[config.mk]
export PLATFORM = sky130hd
export DESIGN_NAME = res_quantizer
export DESIGN_NICKNAME = d
export VERILOG_FILES = /design/src/rtl/npu_pkg.sv /design/src/rtl/rq_sat_round.sv /design/src/rtl/res_quantizer.sv
export SDC_FILE = /design/constraint.sdc
export NUM_CORES = 1
export LEC_CHECK = 0
export CORE_ASPECT_RATIO = 1.75
export CORE_MARGIN = 2
export CORE_UTILIZATION = 40
export DETAILED_ROUTE_END_ITERATION = 10
export HOLD_SLACK_MARGIN = 0.08
export PLACE_DENSITY = 0.64
export RECOVER_POWER = 100
export SLEW_MARGIN = 20
export SYNTH_ARGS = -nofsm -noshare
export SYNTH_HDL_FRONTEND = slang
export SYNTH_SLANG_ARGS = --single-unit
[constraint.sdc]
create_clock -name clk -period 13.9 [get_ports clk]
set_input_delay 2.78 -clock clk [delete_from_list [all_inputs] [get_ports clk]]
set_output_delay 2.78 -clock clk [all_outputs]
set_load 0.05 [all_outputs]
[src/rtl/npu_pkg.sv]
// Shared NPU constants, FSM states and saturation limits.
// Ports: none (package).
package npu_pkg;

  localparam int DEF_ACC_WIDTH   = 32;
  localparam int DEF_BIT_DEPTH   = 8;
  localparam int DEF_ADDR_WIDTH  = 10;
  localparam int DEF_DEPTH       = 26;
  localparam int DEF_SHIFT_WIDTH = 5;

  typedef enum logic [1:0] {
    IDLE,
    RUN,
    DONE
  } rq_state_e;

  function automatic int sat_hi(input int bd);
    return (1 << (bd - 1)) - 1;
  endfunction

  function automatic int sat_lo(input int bd);
    return -(1 << (bd - 1));
  endfunction

  localparam int SAT_MAX = sat_hi(DEF_BIT_DEPTH);
  localparam int SAT_MIN = sat_lo(DEF_BIT_DEPTH);

endpackage

[src/rtl/rq_sat_round.sv]
// Stateless ReLU + rounding right shift (acc -> r) and saturation
// (r_in -> sat). Ports: acc/relu_en/shift_amt in, r out; r_in in, sat out.
module rq_sat_round
  import npu_pkg::*;
#(
  parameter int ACC_WIDTH   = DEF_ACC_WIDTH,
  parameter int BIT_DEPTH   = DEF_BIT_DEPTH,
  parameter int SHIFT_WIDTH = DEF_SHIFT_WIDTH
) (
  input  logic signed [ACC_WIDTH-1:0]   acc,
  input  logic                          relu_en,
  input  logic        [SHIFT_WIDTH-1:0] shift_amt,
  output logic signed [ACC_WIDTH:0]     r,
  input  logic signed [ACC_WIDTH:0]     r_in,
  output logic signed [BIT_DEPTH-1:0]   sat
);

  localparam int RW = ACC_WIDTH + 1;
  localparam logic signed [RW-1:0] HI = RW'(sat_hi(BIT_DEPTH));
  localparam logic signed [RW-1:0] LO = RW'(sat_lo(BIT_DEPTH));

  logic signed [RW-1:0] ext;
  logic signed [RW-1:0] rnd;
  logic signed [RW-1:0] sum;
  logic                 big;
  logic                 neg;

  assign neg = acc[ACC_WIDTH-1];
  assign ext = {neg, acc};

  // Shifts of ACC_WIDTH or more collapse to the sign, independent
  // of the rounding term.
  if ((1 << SHIFT_WIDTH) > ACC_WIDTH) begin : g_big
    assign big = shift_amt >= SHIFT_WIDTH'(ACC_WIDTH);
  end else begin : g_nobig
    assign big = 1'b0;
  end

  always_comb begin
    rnd = '0;
    if (shift_amt != '0 && !big)
      rnd = RW'(1) << (shift_amt - 1'b1);
  end

  // Extra bit keeps the rounding add from overflowing.
  assign sum = ext + rnd;

  always_comb begin
    r = sum >>> shift_amt;
    if (relu_en && neg)
      r = '0;
    else if (big)
      r = {RW{neg}};
  end

  always_comb begin
    sat = r_in[BIT_DEPTH-1:0];
    if (r_in > HI)
      sat = HI[BIT_DEPTH-1:0];
    else if (r_in < LO)
      sat = LO[BIT_DEPTH-1:0];
  end

endmodule

[src/rtl/res_quantizer.sv]
// Requantizer: accepts accumulator tiles, quantizes, writes the buffer.
// Ports: start/relu_en/shift_amt, acc_* handshake, wr_* port, busy, done.
module res_quantizer
  import npu_pkg::*;
#(
  parameter int ACC_WIDTH   = DEF_ACC_WIDTH,
  parameter int BIT_DEPTH   = DEF_BIT_DEPTH,
  parameter int ADDR_WIDTH  = DEF_ADDR_WIDTH,
  parameter int DEPTH       = DEF_DEPTH,
  parameter int SHIFT_WIDTH = DEF_SHIFT_WIDTH
) (
  input  logic                   clk,
  input  logic                   rst,
  input  logic                   start,
  input  logic                   relu_en,
  input  logic [SHIFT_WIDTH-1:0] shift_amt,
  input  logic [ACC_WIDTH-1:0]   acc_in,
  input  logic                   acc_valid,
  output logic                   acc_ready,
  output logic [BIT_DEPTH-1:0]   wr_data,
  output logic [ADDR_WIDTH-1:0]  wr_addr,
  output logic                   wr_en,
  output logic                   busy,
  output logic                   done
);

  // One extra bit so the write counter can hold DEPTH itself.
  localparam int CW = ADDR_WIDTH + 1;
  localparam logic [CW-1:0] DEPTH_C = CW'(DEPTH);

  rq_state_e state;
  rq_state_e state_nx;

  logic                          relu_q;
  logic        [SHIFT_WIDTH-1:0] shift_q;
  logic        [CW-1:0]          acc_cnt;
  logic        [CW-1:0]          wr_cnt;
  logic                          xfer;
  logic                          launch;
  logic                          s1_vld;
  logic signed [ACC_WIDTH:0]     s1_r;
  logic signed [ACC_WIDTH:0]     r_nx;
  logic signed [BIT_DEPTH-1:0]   sat;

  assign acc_ready = (state == RUN) && (acc_cnt < DEPTH_C);
  assign xfer      = acc_valid && acc_ready;
  assign launch    = (state == IDLE) && start;
  assign busy      = (state != IDLE);
  assign done      = (state == DONE);
  assign wr_addr   = wr_cnt[ADDR_WIDTH-1:0];

  always_ff @(posedge clk or posedge rst) begin
    if (rst)
      state <= IDLE;
    else
      state <= state_nx;
  end

  always_comb begin
    state_nx = state;
    unique case (state)
      IDLE: if (start) state_nx = RUN;
      RUN:
        if (wr_en && wr_cnt == DEPTH_C - 1'b1)
          state_nx = DONE;
      DONE: state_nx = IDLE;
      default: state_nx = IDLE;
    endcase
  end

  always_ff @(posedge clk or posedge rst) begin
    if (rst) begin
      relu_q  <= 1'b0;
      shift_q <= '0;
      acc_cnt <= '0;
      wr_cnt  <= '0;
    end else if (launch) begin
      relu_q  <= relu_en;
      shift_q <= shift_amt;
      acc_cnt <= '0;
      wr_cnt  <= '0;
    end else begin
      if (xfer)
        acc_cnt <= acc_cnt + 1'b1;
      if (wr_en)
        wr_cnt <= wr_cnt + 1'b1;
    end
  end

  rq_sat_round #(
    .ACC_WIDTH  (ACC_WIDTH),
    .BIT_DEPTH  (BIT_DEPTH),
    .SHIFT_WIDTH(SHIFT_WIDTH)
  ) u_sr (
    .acc      ($signed(acc_in)),
    .relu_en  (relu_q),
    .shift_amt(shift_q),
    .r        (r_nx),
    .r_in     (s1_r),
    .sat      (sat)
  );

  always_ff @(posedge clk or posedge rst) begin
    if (rst) begin
      s1_vld  <= 1'b0;
      s1_r    <= '0;
      wr_en   <= 1'b0;
      wr_data <= '0;
    end else begin
      s1_vld <= xfer;
      wr_en  <= s1_vld;
      if (xfer)
        s1_r <= r_nx;
      if (s1_vld)
        wr_data <= sat;
    end
  end

endmodule

==> summary.md, run 1 <==
| Metric | Value |
|---|---|
| Clock transition at the registers of the reported paths | around 0.060 ns |
| Internal power | a little over 0.0009 W |
| Worst skew pair latency | 0.33 ns |
| CP Class | reg -> reg |
| Setup total negative slack | 0 ns |
| Post_cts resized | 0 |
| TritonCTS Buffers | 9 |
| Ant. Diodes | 0 |
| Syn Area/Cell | 7.87 um^2 |
| Routed WL per cell | approximately 22 um |
| Commonest non-fill, non-tap cell in the layout | nand2_1 |
| Post-place instance area | 0.00839 mm^2 |
| Worst Path Required | approximately 14 ns |
| Logic pwr share | between 60% and 70% |
| Final Hold Violating Endpoints | 0 |
| Tmin final | between 9 and 10 ns |
| Peak supply drop | roughly 0.11 mV |
| CP startpoint kind | register |
| Sw frac | around 53% |
| Placed cells | roughly 1,200 |
| Via density | ~6.5 |
| Sequential-to-total area share from yosys stat | a little under a quarter |
| Main synth FF type | dfrtp_1 |
| HPWL Detailed | between 20,000 and 25,000 um |
| Final cycle utilization of the critical path | between 60% and 70% |
| Die height | 187 um |
| Most frequent cells in the layout | nand2_1 (108), nor2_1 (99), a21oi_1 (73), dfrtp_1 (73), o21ai_0 (48) |
| CORE AREA | about 0.019 mm^2 |
| Total Power | 0.00197 W |
| Hold Startpoint | s1_r[4]$_DFFE_PP0P_ |
| Async SR Flop Fraction | 100% |
| Worst EP arrival | a little over 9 ns |
| CP endpoint kind | register |
| P&R area growth vs syn | 12.8% |
| Number of global-route vias before repair | approximately 8,000 |
| Initial DRT Pass Iterations | 5 |
| Clk sinks | 73 |
| DIE WIDTH | between 100 and 150 um |
| Final #Nets | 1,073 |
| Hold WC Path Type | reg -> reg |
| Gr usage total | 27.2% |
| Largest net degree at the start of global routing | 74 |
| Crit Reg-Reg Startpoint | shift_q[0]$_DFFE_PP0P_ |
| Post-Synthesis Cell Area | 0.00767 mm^2 |
| Hold_ws | 0.486 ns |
| Clock buffer depth | 2 |
| Fillers | between 1,500 and 2,000 |
| Layout cells sized above 1 | 6.51% |
| Yosys reg bits | 73 |
| Number of synthesized flops with an enable pin | 0 |
| Final Routed Wirelength | around 28,000 um |
| Max-cap violation count | 3 |
| Final setup violation count | 0 |
| Worst Skew | 0.00542 ns |
| Setup bufs post-CTS | 0 |
| Post-cts hold buffer count | 0 |
| Clock share of power | about an eighth |
| Seq pwr share | between 10% and 20% |
| CTS root buffer | clkbuf_16 |
| Io pins | 64 |
| Syn Nets | about 1,100 |
| Starting density of the core | around 40% |
| Final ANT Viol Nets | 0 |
| Slew margin rel. | -162% |
| H-tree depth | 3 |
| CP startpoint | shift_q[0]$_DFFE_PP0P_ |
| Crit-path max FO | 36 |
| Final Max Slew Viols | between 100 and 150 |
| Status | complete, but fails checks |
| Violated checks | max-capacitance violations, max-slew violations |
| Design Area, Final | between 0.008 and 0.009 mm^2 |
| RSZ-0062 raised after global routing | no |
| Global route overflow | 0 |
| First-pass GRT wire length | about 43,000 um |
| Switching Power | approximately 0.0011 W |
| Final Non-Filler Cells | roughly 1,200 |
| Initial antenna violation count | 0 |
| CTS tree | built |
| Fmax achieved | approximately 110 MHz |
| Pwr/cell area | approximately 230 mW/mm^2 |
| Port bufs | 63 |
| Worst-margin pin slew | between 3 and 4 ns |
| Row cnt | 67 |
| RePlAce Congestion | 1.02 |
| Mapped Cells | roughly 1,000 |
| Library cells used by synthesis | 80 |
| Routed via count | ~8,000 |
| Die area | 0.0203 mm^2 |
| DRC errors left | 0 |
| Pleak | ~3.6 nW |
| YS warnings | 0 |
| DRT iter0 DRCs | 670 |
-- synth_stat cells (all sizes together), types with 4 or more instances --
cell type / instances / area share [%]
a21oi: 73 / 4.8
or2: 9 / 0.77
a221o: 10 / 1.3
mux2: 13 / 1.9
and4: 4 / 0.46
clkbuf: 44 / 2.2
o221ai: 12 / 1.4
inv: 25 / 1.2
a21o: 22 / 2.2
and2: 7 / 0.60
nand4: 25 / 2.2
a211oi: 15 / 1.5
nor2b: 8 / 0.65
o2111ai: 6 / 0.69
nand3: 18 / 1.2
o31ai: 7 / 0.69
buf: 23 / 1.8
o21a: 17 / 1.7
xnor2: 14 / 1.6
xor2: 19 / 2.2
and3: 10 / 0.82
dfrtp: 73 / 24
nor4: 12 / 0.98
mux4: 10 / 2.9
a221oi: 4 / 0.46
nor3: 35 / 2.3
a211o: 6 / 0.69
or3: 8 / 0.72
a311oi: 4 / 0.46
o211ai: 21 / 2.1
nand2b: 10 / 0.82
a31oi: 8 / 0.65
nor2: 100 / 4.9
nand2: 108 / 5.3
a31o: 5 / 0.57
a22oi: 7 / 0.69
mux2i: 28 / 3.7
ha: 37 / 6.0
o22ai: 6 / 0.49
a2111oi: 9 / 1.0
o21ai: 49 / 3.2
-- cell type report --
type	count	area (um^2)	share of cell area [%]
Clock buffer	12	246	2.85
Clock inverter	4	52.6	0.608
Inverter	27	101	1.17
Multi-Input combinational cell	807	5420	62.7
Sequential cell	73	1830	21.1
Tap cell	241	302	3.49
Timing Repair Buffer	75	702	8.12
-- cell families (layout without fill, tap and decap cells) --
logic type / Yosys count / after routing / share of synthesized area [%]
buffers and inverters: 94 / 118 / 5.32
adder cells (fa/ha/maj): 38 / 38 / 6.30
AND/OR/NAND/NOR: 358 / 358 / 22.1
multiplexers: 51 / 51 / 8.50
flip-flops: 73 / 73 / 23.8
AO/OA/AOI/OAI: 327 / 327 / 30.2
XOR/XNOR: 33 / 33 / 3.77
-- power by group through the flow --
stage | clock network (W) | registers [W] | logic (W)
floorplan | 0 | 0.000397 | 0.000935
global route | 0.000244 | 0.000384 | 0.00146
detailed placement | 0 | 0.000377 | 0.00134
global placement | 0 | 0.000375 | 0.00134
finish | 0.000231 | 0.000373 | 0.00137
CTS | 0.000235 | 0.000374 | 0.00135
-- worst max-delay path, stage by stage (launching register included) --
cell       delay (ns)
dfrtp_1          0.36
clkbuf_1         0.65
inv_1            0.19
clkbuf_1         1.26
nand2_1          0.60
nor2_1           0.59
nor2_1           0.20
or3_1            0.52
or2_2            0.38
inv_1            0.07
ha_1             0.23
a211oi_1         0.37
o211ai_1         0.15
a21oi_1          0.77
o211ai_1         0.32
o41ai_1          0.91
or2_2            0.26
o22ai_1          0.08
a21boi_0         0.73
a2bb2oi_1        0.22
o211ai_1         0.12
-- sequential cells by signal (all words and copies together) (netlist names) --
| signal | count |
|---|---|
| relu_q | 1 |
| acc_cnt | 11 |
| wr_cnt | 11 |
| wr_en | 1 |
| wr_data | 8 |
| state | 2 |
| shift_q | 5 |
| s1_vld | 1 |
| s1_r | 33 |
-- final timing paths --
| kind | to | slack [ns] | depth (start not counted) |
|---|---|---|---|
| hold / removal | s1_r[4]$_DFFE_PP0P_ | 0.49 | 2 |
| hold reg to reg | s1_r[4]$_DFFE_PP0P_ | 0.49 | 2 |
| setup reg to reg | s1_r[5]$_DFFE_PP0P_ | 4.75 | 20 |
| max in group asynchronous | shift_q[2]$_DFFE_PP0P_ | 7.25 | 3 |
| setup / recovery | s1_r[5]$_DFFE_PP0P_ | 4.75 | 20 |
| min in group asynchronous | wr_data[6]$_DFFE_PP0P_ | 4.42 | 3 |
-- layer usage --
| metal | part of all wire (%) | global-route usage (%) | vias up |
|---|---|---|---|
| met2 | 51 | 48.0 | 355 |
| met5 | 0 | 0 | - |
| li1 | - | - | 3738 |
| met1 | 35 | 28.1 | 3779 |
| met3 | 3.9 | 1.95 | 132 |
| met4 | 9.8 | 23.3 | 0 |
-- per-stage QoR --
| step | setup WS (ns) | util [%] |
|---|---|---|
| 2_1_floorplan | 8.20 | - |
| 3_3_place_gp | 7.13 | 44.3 |
| 3_5_place_dp | 7.11 | 44.3 |
| 4_1_cts | 7.42 | 45.8 |
| 5_1_grt | 4.36 | 45.7 |
| 6_report | 4.75 | 45.7 |
Power figures use the tool's default switching activity.
==> run 2, diff against run 1 <==
==> constraint.sdc (replaced) <==
create_clock -name clk -period 8.78 [get_ports clk]
set_input_delay 1.756 -clock clk [delete_from_list [all_inputs] [get_ports clk]]
set_output_delay 1.756 -clock clk [all_outputs]
set_load 0.05 [all_outputs]
==> run 2 against run 1 <==
Effect of this change: the run still ends with max-capacitance violations, max-slew violations left; count of clock-buffer cells in the layout shrank 1; sequential share of layout area rose by 0.052 points; power rose by 57%; clock skew grew 0.0026 ns; first-iteration DRC count shrank 4.3%; flip-flop and latch count stayed put; global-route usage grew 0.80 points; hold slack better by 0.016 ns; wire length rose by 2.1%; non-clock buffer count unchanged; combinational power grew 58%; maximum frequency is 26% higher; largest cell class unchanged; highest routed layer unchanged.
==> summary.md, run 2 (synthesized netlist as in run 1, its figures left out) <==
| Metric | Value |
|---|---|
| CP cell instances | clkbuf_1 -> inv_1 -> nand2_1 -> inv_1 -> ha_1 -> nand3_1 -> nor2_1 -> ha_1 -> inv_1 -> fa_1 -> nand2b_1 -> a21oi_1 -> o21a_1 -> a211o_1 -> a211oi_1 -> or2_2 -> a21boi_0 -> nand2_1 -> o211ai_1 (was clkbuf_1 -> inv_1 -> clkbuf_1 -> nand2_1 -> nor2_1 -> nor2_1 -> or3_1 -> or2_2 -> inv_1 -> ha_1 -> a211oi_1 -> o211ai_1 -> a21oi_1 -> o211ai_1 -> o41ai_1 -> or2_2 -> o22ai_1 -> a21boi_0 -> a2bb2oi_1 -> o211ai_1) |
| Fmax achieved | 138 MHz (was 109 MHz) |
| Crit path buf inv count | 4 (unchanged) |
| Final cycle utilization of the critical path | 82.5% (was 65.8%) |
| Die area | 0.0203 mm^2 (unchanged) |
| Max incr delay on CP | 1.18 ns (was 1.26 ns) |
| DRT iter0 DRCs | 641 (was 670) |
| DIE WIDTH | 109 um (unchanged) |
| Clk sinks | 73 (unchanged) |
| Max-cap violation count | 2 (was 3) |
| Worst path most repeated cell | inv_1 (was o211ai_1) |
| Commonest non-fill, non-tap cell in the layout | nand2_1 (unchanged) |
| Tmin final | 7.25 ns (was 9.15 ns) |
| Initial antenna violation count | 0 (unchanged) |
| Met3 Use GR | 2.61% (was 1.95%) |
| P&R area growth vs syn | 12.5% (was 12.8%) |
| CTS root buffer | clkbuf_16 (unchanged) |
| Gr usage total | 28.0% (was 27.2%) |
| Pleak | 3.55 nW (was 3.57 nW) |
| Pwr/cell area | 358 mW/mm^2 (was 228 mW/mm^2) |
| Ant. Diodes | 0 (unchanged) |
| Worst skew pair latency | 0.34 ns (was 0.33 ns) |
| First-pass GRT wire length | 43,500 um (was 42,700 um) |
| Placed cells | 1,223 (unchanged) |
| Post_cts resized | 0 (unchanged) |
| Number of global-route vias before repair | 8,064 (was 7,891) |
| Clock transition at the registers of the reported paths | 0.06 ns (about the same) |
| CP endpoint kind | register (unchanged) |
| Fillers | 2,002 (was 1,963) |
| Largest net degree at the start of global routing | 74 (unchanged) |
| Final Non-Filler Cells | 1,238 (was 1,239) |
| M2 GR Usage | 48.7% (was 48.0%) |
| Largest register FFs | 33 (unchanged) |
| Worst Skew | 0.00802 ns (was 0.00542 ns) |
| CP Class | reg -> reg (unchanged) |
| M1 GR Usage | 27.9% (was 28.1%) |
| Most frequent cells in the layout | nand2_1 (108), nor2_1 (100), dfrtp_1 (73) (was nand2_1 (108), nor2_1 (99), a21oi_1 (73), dfrtp_1 (73), o21ai_0 (48)) |
| Initial DRT Pass Iterations | 6 (was 5) |
| Final #Nets | 1,073 (unchanged) |
| Worst EP arrival | 7.49 ns (was 9.34 ns) |
| GR peak layer | met2 (unchanged) |
| Total Power | 0.00309 W (was 0.00197 W) |
| DRC errors left | 0 (unchanged) |
| Fin util | 45.5% (was 45.7%) |
| Final Routed Wirelength | 28,100 um (was 27,600 um) |
| Largest regs | s1_r x33, acc_cnt x11, wr_cnt x11 (unchanged) |
| HPWL Detailed | 22,400 um (was 21,800 um) |
| RSZ-0062 raised after global routing | no (unchanged) |
| Io pins | 64 (unchanged) |
| Starting density of the core | 40.5% (unchanged) |
| Slew margin rel. | -163% (was -162%) |
| Final ANT Viol Nets | 0 (unchanged) |
| Die height | 187 um (unchanged) |
| Violated checks | max-capacitance violations, max-slew violations (unchanged) |
| Peak supply drop | 0.212 mV (was 0.113 mV) |
| Final setup violation count | 0 (unchanged) |
| Slowest CP cell | clkbuf_1 (unchanged) |
| Hold WC Path Type | reg -> reg (unchanged) |
| Final Max Slew Viols | 110 (was 141) |
| Post-cts hold buffer count | 0 (unchanged) |
| Crit-path max FO | 35 (was 36) |
| Via density | 6.51 (was 6.46) |
| Port bufs | 63 (unchanged) |
| Kind of cell adding the most delay to the critical path | compound AO/OA/AOI/OAI gates (unchanged) |
| Setup bufs post-CTS | 0 (unchanged) |
| Clock buffer depth | 2 (unchanged) |
| H-tree depth | 3 (unchanged) |
| TritonCTS Buffers | 9 (unchanged) |
| Status | complete, but fails checks (unchanged) |
| Global route overflow | 0 (unchanged) |
| Hold_ws | 0.502 ns (was 0.486 ns) |
| Routed via count | 8,056 (was 8,004) |
| Row cnt | 67 (unchanged) |
| Routed WL per cell | 22.7 um (was 22.2 um) |
| Worst Path Required | 9.02 ns (was 14.09 ns) |
| Final Hold Violating Endpoints | 0 (unchanged) |
| CORE AREA | 0.0189 mm^2 (unchanged) |
| Layout cells sized above 1 | 6.62% (was 6.51%) |
| CP startpoint kind | register (unchanged) |
| Reg with most FFs | s1_r (unchanged) |
| CTS tree | built (unchanged) |
| Setup total negative slack | 0 ns (unchanged) |
| RePlAce Congestion | 0.993 (was 1.02) |
| Worst-margin pin slew | 3.94 ns (was 3.93 ns) |
-- run 2: worst reg2reg max path: stages (launching register included) --
cell and delay, ns:
dfrtp_1 0.32, clkbuf_1 1.18, inv_1 0.17, nand2_1 0.28
inv_1 0.12, ha_1 0.65, nand3_1 0.26, nor2_1 0.36
ha_1 0.28, inv_1 0.07, fa_1 0.38, nand2b_1 0.18
a21oi_1 0.29, o21a_1 0.36, a211o_1 0.23, a211oi_1 0.13
or2_2 0.43, a21boi_0 0.96, nand2_1 0.31, o211ai_1 0.20
-- run 2: final cells by class --
class	count	area (um^2)	area share (%)
clock buffer	11	233	2.70
clock inverter	4	30.0	0.348
sequential	73	1830	21.2
multi-input combinational	807	5430	62.9
timing repair buffer	75	706	8.18
inverter	27	101	1.17
tap	241	302	3.49
-- run 2: metal layers --
metal,wire length (um),up-vias
met2,14200,342
met3,1100,161
met5,0,-
li1,-,3743
met1,9660,3810
met4,3140,0
-- run 2: report_power, final --
part | leakage (nW) | total (W) | switching (W) | internal, W
Combinational | 2.52 | 0.00216 | 0.00141 | 0.000749
Clock | 0.126 | 0.000332 | 0.000141 | 0.000191
Sequential | 0.909 | 0.000595 | 0.000124 | 0.000472
-- run 2: worst paths after layout --
kind	start	end	slack [ns]	depth (start not counted)
setup reg to reg	shift_q[1]$_DFFE_PP0P_	s1_r[23]$_DFFE_PP0P_	1.53	19
hold reg to reg	acc_cnt[8]$_DFFE_PP0P_	acc_cnt[8]$_DFFE_PP0P_	0.50	1
setup / recovery	shift_q[1]$_DFFE_PP0P_	s1_r[23]$_DFFE_PP0P_	1.53	19
hold / removal	acc_cnt[8]$_DFFE_PP0P_	acc_cnt[8]$_DFFE_PP0P_	0.50	1
max in group asynchronous	rst	acc_cnt[9]$_DFFE_PP0P_	3.17	3
min in group asynchronous	rst	s1_r[0]$_DFFE_PP0P_	3.39	3
-- run 2: stage by stage --
step / worst slack (ns) / cell area (um^2)
finish: 1.53 / 8630
global route: 1.13 / 8630
CTS: 2.83 / 8650
detailed placement: 2.88 / 8390
global placement: 2.91 / 8390
floorplan: 3.66 / 7670
==> run 3, diff against run 2 <==
--- a/config.mk
+++ b/config.mk
@@ -10,7 +10,7 @@
 export CORE_UTILIZATION = 40
 export DETAILED_ROUTE_END_ITERATION = 10
 export HOLD_SLACK_MARGIN = 0.08
-export PLACE_DENSITY = 0.64
+export PLACE_DENSITY = 0.66
 export RECOVER_POWER = 100
 export SLEW_MARGIN = 20
 export SYNTH_ARGS = -nofsm -noshare
==> constraint.sdc (replaced) <==
create_clock -name clk -period 6.45 [get_ports clk]
set_input_delay 1.29 -clock clk [delete_from_list [all_inputs] [get_ports clk]]
set_output_delay 1.29 -clock clk [all_outputs]
set_load 0.05 [all_outputs]
==> run 3 against run 2 <==
Effect of this change: the run still ends with max-capacitance violations, max-slew violations left; maximum frequency grew 20%; core utilization grew 0.26 points; cell area grew 0.58%; clock skew shrank 0.0012 ns; sequential power grew 41%; non-clock buffer count grew 3; global-route usage grew 0.31 points; cell count grew 0.32%; count of clock-buffer cells in the layout shrank 2; largest cell class unchanged; highest routed layer unchanged.
==> summary.md, run 3 (synthesized netlist as in run 1, its figures left out) <==
| Metric | Value |
|---|---|
| Die area | 0.0203 mm^2 (unchanged) |
| Violated checks | max-capacitance violations, max-slew violations (unchanged) |
| Clk sinks | 73 (unchanged) |
| Reg2reg path depth | 18 (was 19) |
| Via density | 6.54 (was 6.51) |
| CP startpoint kind | register (unchanged) |
| P&R area growth vs syn | 13.2% (was 12.5%) |
| CTS tree | built (unchanged) |
| Gr usage total | 28.3% (was 28.0%) |
| Initial antenna violation count | 0 (unchanged) |
| Clock transition at the registers of the reported paths | 0.06 ns (about the same) |
| H-tree depth | 3 (unchanged) |
| Slew margin rel. | -161% (was -163%) |
| Worst skew pair latency | 0.33 ns (was 0.34 ns) |
| Max incr delay on CP | 0.66 ns (was 1.18 ns) |
| CP Class | reg -> reg (unchanged) |
| Final ANT Viol Nets | 0 (unchanged) |
| Die height | 187 um (unchanged) |
| Peak supply drop | 0.249 mV (was 0.212 mV) |
| Initial DRT Pass Iterations | 5 (was 6) |
| Ant. Diodes | 0 (unchanged) |
| Number of global-route vias before repair | 8,104 (was 8,064) |
| RSZ-0062 raised after global routing | no (unchanged) |
| Clock buffer depth | 2 (unchanged) |
| First-pass GRT wire length | 44,300 um (was 43,500 um) |
| TritonCTS Buffers | 9 (unchanged) |
| Layout cells sized above 1 | 6.99% (was 6.62%) |
| Final Routed Wirelength | 28,300 um (was 28,100 um) |
| DRC errors left | 0 (unchanged) |
| Worst Hold End | s1_r[2]$_DFFE_PP0P_ (was acc_cnt[8]$_DFFE_PP0P_) |
| Routed WL per cell | 22.8 um (was 22.7 um) |
| Starting density of the core | 40.5% (unchanged) |
| Hold WC Path Type | reg -> reg (unchanged) |
| Port bufs | 63 (unchanged) |
| Pleak | 3.58 nW (was 3.55 nW) |
| Hold Startpoint | s1_r[2]$_DFFE_PP0P_ (was acc_cnt[8]$_DFFE_PP0P_) |
| Setup total negative slack | 0 ns (unchanged) |
| Final cycle utilization of the critical path | 93.5% (was 82.5%) |
| Slowest CP cell | a211oi_1 (was clkbuf_1) |
| Io pins | 64 (unchanged) |
| Routed via count | 8,122 (was 8,056) |
| Max-cap violation count | 1 (was 2) |
| Worst-margin pin slew | 3.91 ns (was 3.94 ns) |
| Tmin final | 6.03 ns (was 7.25 ns) |
| Final Non-Filler Cells | 1,242 (was 1,238) |
| Commonest non-fill, non-tap cell in the layout | nand2_1 (unchanged) |
| CTS root buffer | clkbuf_16 (unchanged) |
| Crit-path max FO | 11 (was 35) |
| CP endpoint kind | register (unchanged) |
| Kind of cell adding the most delay to the critical path | compound AO/OA/AOI/OAI gates (unchanged) |
| Worst EP arrival | 6.23 ns (was 7.49 ns) |
| DRT iter0 DRCs | 668 (was 641) |
| Final Max Slew Viols | 74 (was 110) |
| Setup bufs post-CTS | 0 (unchanged) |
| HPWL Detailed | 22,500 um (was 22,400 um) |
| Post_cts resized | 0 (unchanged) |
| Crit Reg-Reg Startpoint | shift_q[1]$_DFFE_PP0P_ (unchanged) |
| Final Hold Violating Endpoints | 0 (unchanged) |
| Worst R2R Setup Slack | 0.42 ns (was 1.53 ns) |
| CORE AREA | 0.0189 mm^2 (unchanged) |
| RePlAce Congestion | 1.06 (was 0.993) |
| Fillers | 1,950 (was 2,002) |
| Worst Hold Depth | 1 (unchanged) |
| CP cell instances | inv_1 -> nand2_1 -> inv_1 -> ha_1 -> clkbuf_1 -> nor3_1 -> ha_1 -> a21o_1 -> a211oi_1 -> o21ai_0 -> o21a_1 -> a211oi_1 -> or2_2 -> o22ai_1 -> a21boi_0 -> clkbuf_1 -> a2bb2oi_1 -> o211ai_1 (was clkbuf_1 -> inv_1 -> nand2_1 -> inv_1 -> ha_1 -> nand3_1 -> nor2_1 -> ha_1 -> inv_1 -> fa_1 -> nand2b_1 -> a21oi_1 -> o21a_1 -> a211o_1 -> a211oi_1 -> or2_2 -> a21boi_0 -> nand2_1 -> o211ai_1) |
| Global route overflow | 0 (unchanged) |
| Largest regs | s1_r x33, acc_cnt x11, wr_cnt x11 (unchanged) |
| Most frequent cells in the layout | nand2_1 (108), nor2_1 (99), dfrtp_1 (73) (was nand2_1 (108), nor2_1 (100), dfrtp_1 (73)) |
| Largest register FFs | 33 (unchanged) |
| Reg with most FFs | s1_r (unchanged) |
| Fmax achieved | 166 MHz (was 138 MHz) |
| Crit path buf inv count | 4 (unchanged) |
| DIE WIDTH | 109 um (unchanged) |
| Final setup violation count | 0 (unchanged) |
| Worst Skew | 0.00684 ns (was 0.00802 ns) |
| Largest net degree at the start of global routing | 74 (unchanged) |
| Worst Path Required | 6.65 ns (was 9.02 ns) |
| Post-cts hold buffer count | 0 (unchanged) |
| Status | complete, but fails checks (unchanged) |
| Row cnt | 67 (unchanged) |
| Design Area, Final | 0.00868 mm^2 (was 0.00863 mm^2) |
| Final #Nets | 1,076 (was 1,073) |
| End of the worst register-to-register path | s1_r[5]$_DFFE_PP0P_ (was s1_r[23]$_DFFE_PP0P_) |
| Pwr/cell area | 493 mW/mm^2 (was 358 mW/mm^2) |
| Placed cells | 1,226 (was 1,223) |
| Post-place instance area | 0.00841 mm^2 (was 0.00839 mm^2) |
## run 3: cell count changes in the layout (fill, tap and decap cells not counted), sizes merged
cell	previous run	this run
buf	8	10
bufinv	0	1
clkbuf	15	14
clkinvlp	1	2
inv	25	26
## run 3: area by class of cell
class	count	area, um^2	area share [%]
multi-input combinational	807	5420	62.5
sequential	73	1830	21.0
timing repair buffer	78	724	8.35
tap	241	302	3.47
clock buffer	9	225	2.60
inverter	27	101	1.17
clock inverter	7	76.3	0.879
## run 3: how the worst max path moves through the flow
stage          slack (ns)              startpoint  cells past startpoint                    to
6_report             0.42  shift_q[1]$_DFFE_PP0P_                     18   s1_r[5]$_DFFE_PP0P_
5_1_grt              0.25  shift_q[1]$_DFFE_PP0P_                     18   s1_r[5]$_DFFE_PP0P_
4_1_cts              0.89  shift_q[1]$_DFFE_PP0P_                     18   s1_r[5]$_DFFE_PP0P_
3_5_place_dp         0.94  shift_q[0]$_DFFE_PP0P_                     18   s1_r[5]$_DFFE_PP0P_
3_3_place_gp         1.02  shift_q[1]$_DFFE_PP0P_                     18   s1_r[5]$_DFFE_PP0P_
2_1_floorplan        1.33  shift_q[1]$_DFFE_PP0P_                     20  s1_r[14]$_DFFE_PP0P_
## run 3: report_power, final
group          total [W]  internal [W]  switching, W
Sequential      0.000836      0.000642      0.000194
Combinational    0.00294       0.00103       0.00191
Clock           0.000505      0.000302      0.000203
Total            0.00428       0.00197       0.00231
## run 3: layer usage
metal	vias to the layer above	wire length, um	global-route usage, %
met5	-	0	0
met4	0	2680	23.9
met3	142	1070	2.44
met2	367	14900	50.3
met1	3867	9700	28.8
li1	3746	-	-
## run 3: stage by stage
stage	setup WS (ns)	hold WS (ns)	total power (W)	utilization, %
2_1_floorplan	1.33	0.352	0.00287	-
3_3_place_gp	1.02	0.482	0.00373	44.4
3_5_place_dp	0.940	0.481	0.00373	44.4
4_1_cts	0.891	0.491	0.00425	46.0
5_1_grt	0.252	0.517	0.00454	45.8
6_report	0.420	0.491	0.00428	45.8
## run 3: worst reg2reg max path, stage by stage, from the launching register on
cell       delay, ns
dfrtp_1         0.36
inv_1           0.06
nand2_1         0.25
inv_1           0.17
ha_1            0.44
clkbuf_1        0.28
nor3_1          0.38
ha_1            0.39
a21o_1          0.31
a211oi_1        0.63
o21ai_0         0.19
o21a_1          0.28
a211oi_1        0.66
or2_2           0.40
o22ai_1         0.14
a21boi_0        0.23
clkbuf_1        0.34
a2bb2oi_1       0.28
o211ai_1        0.12
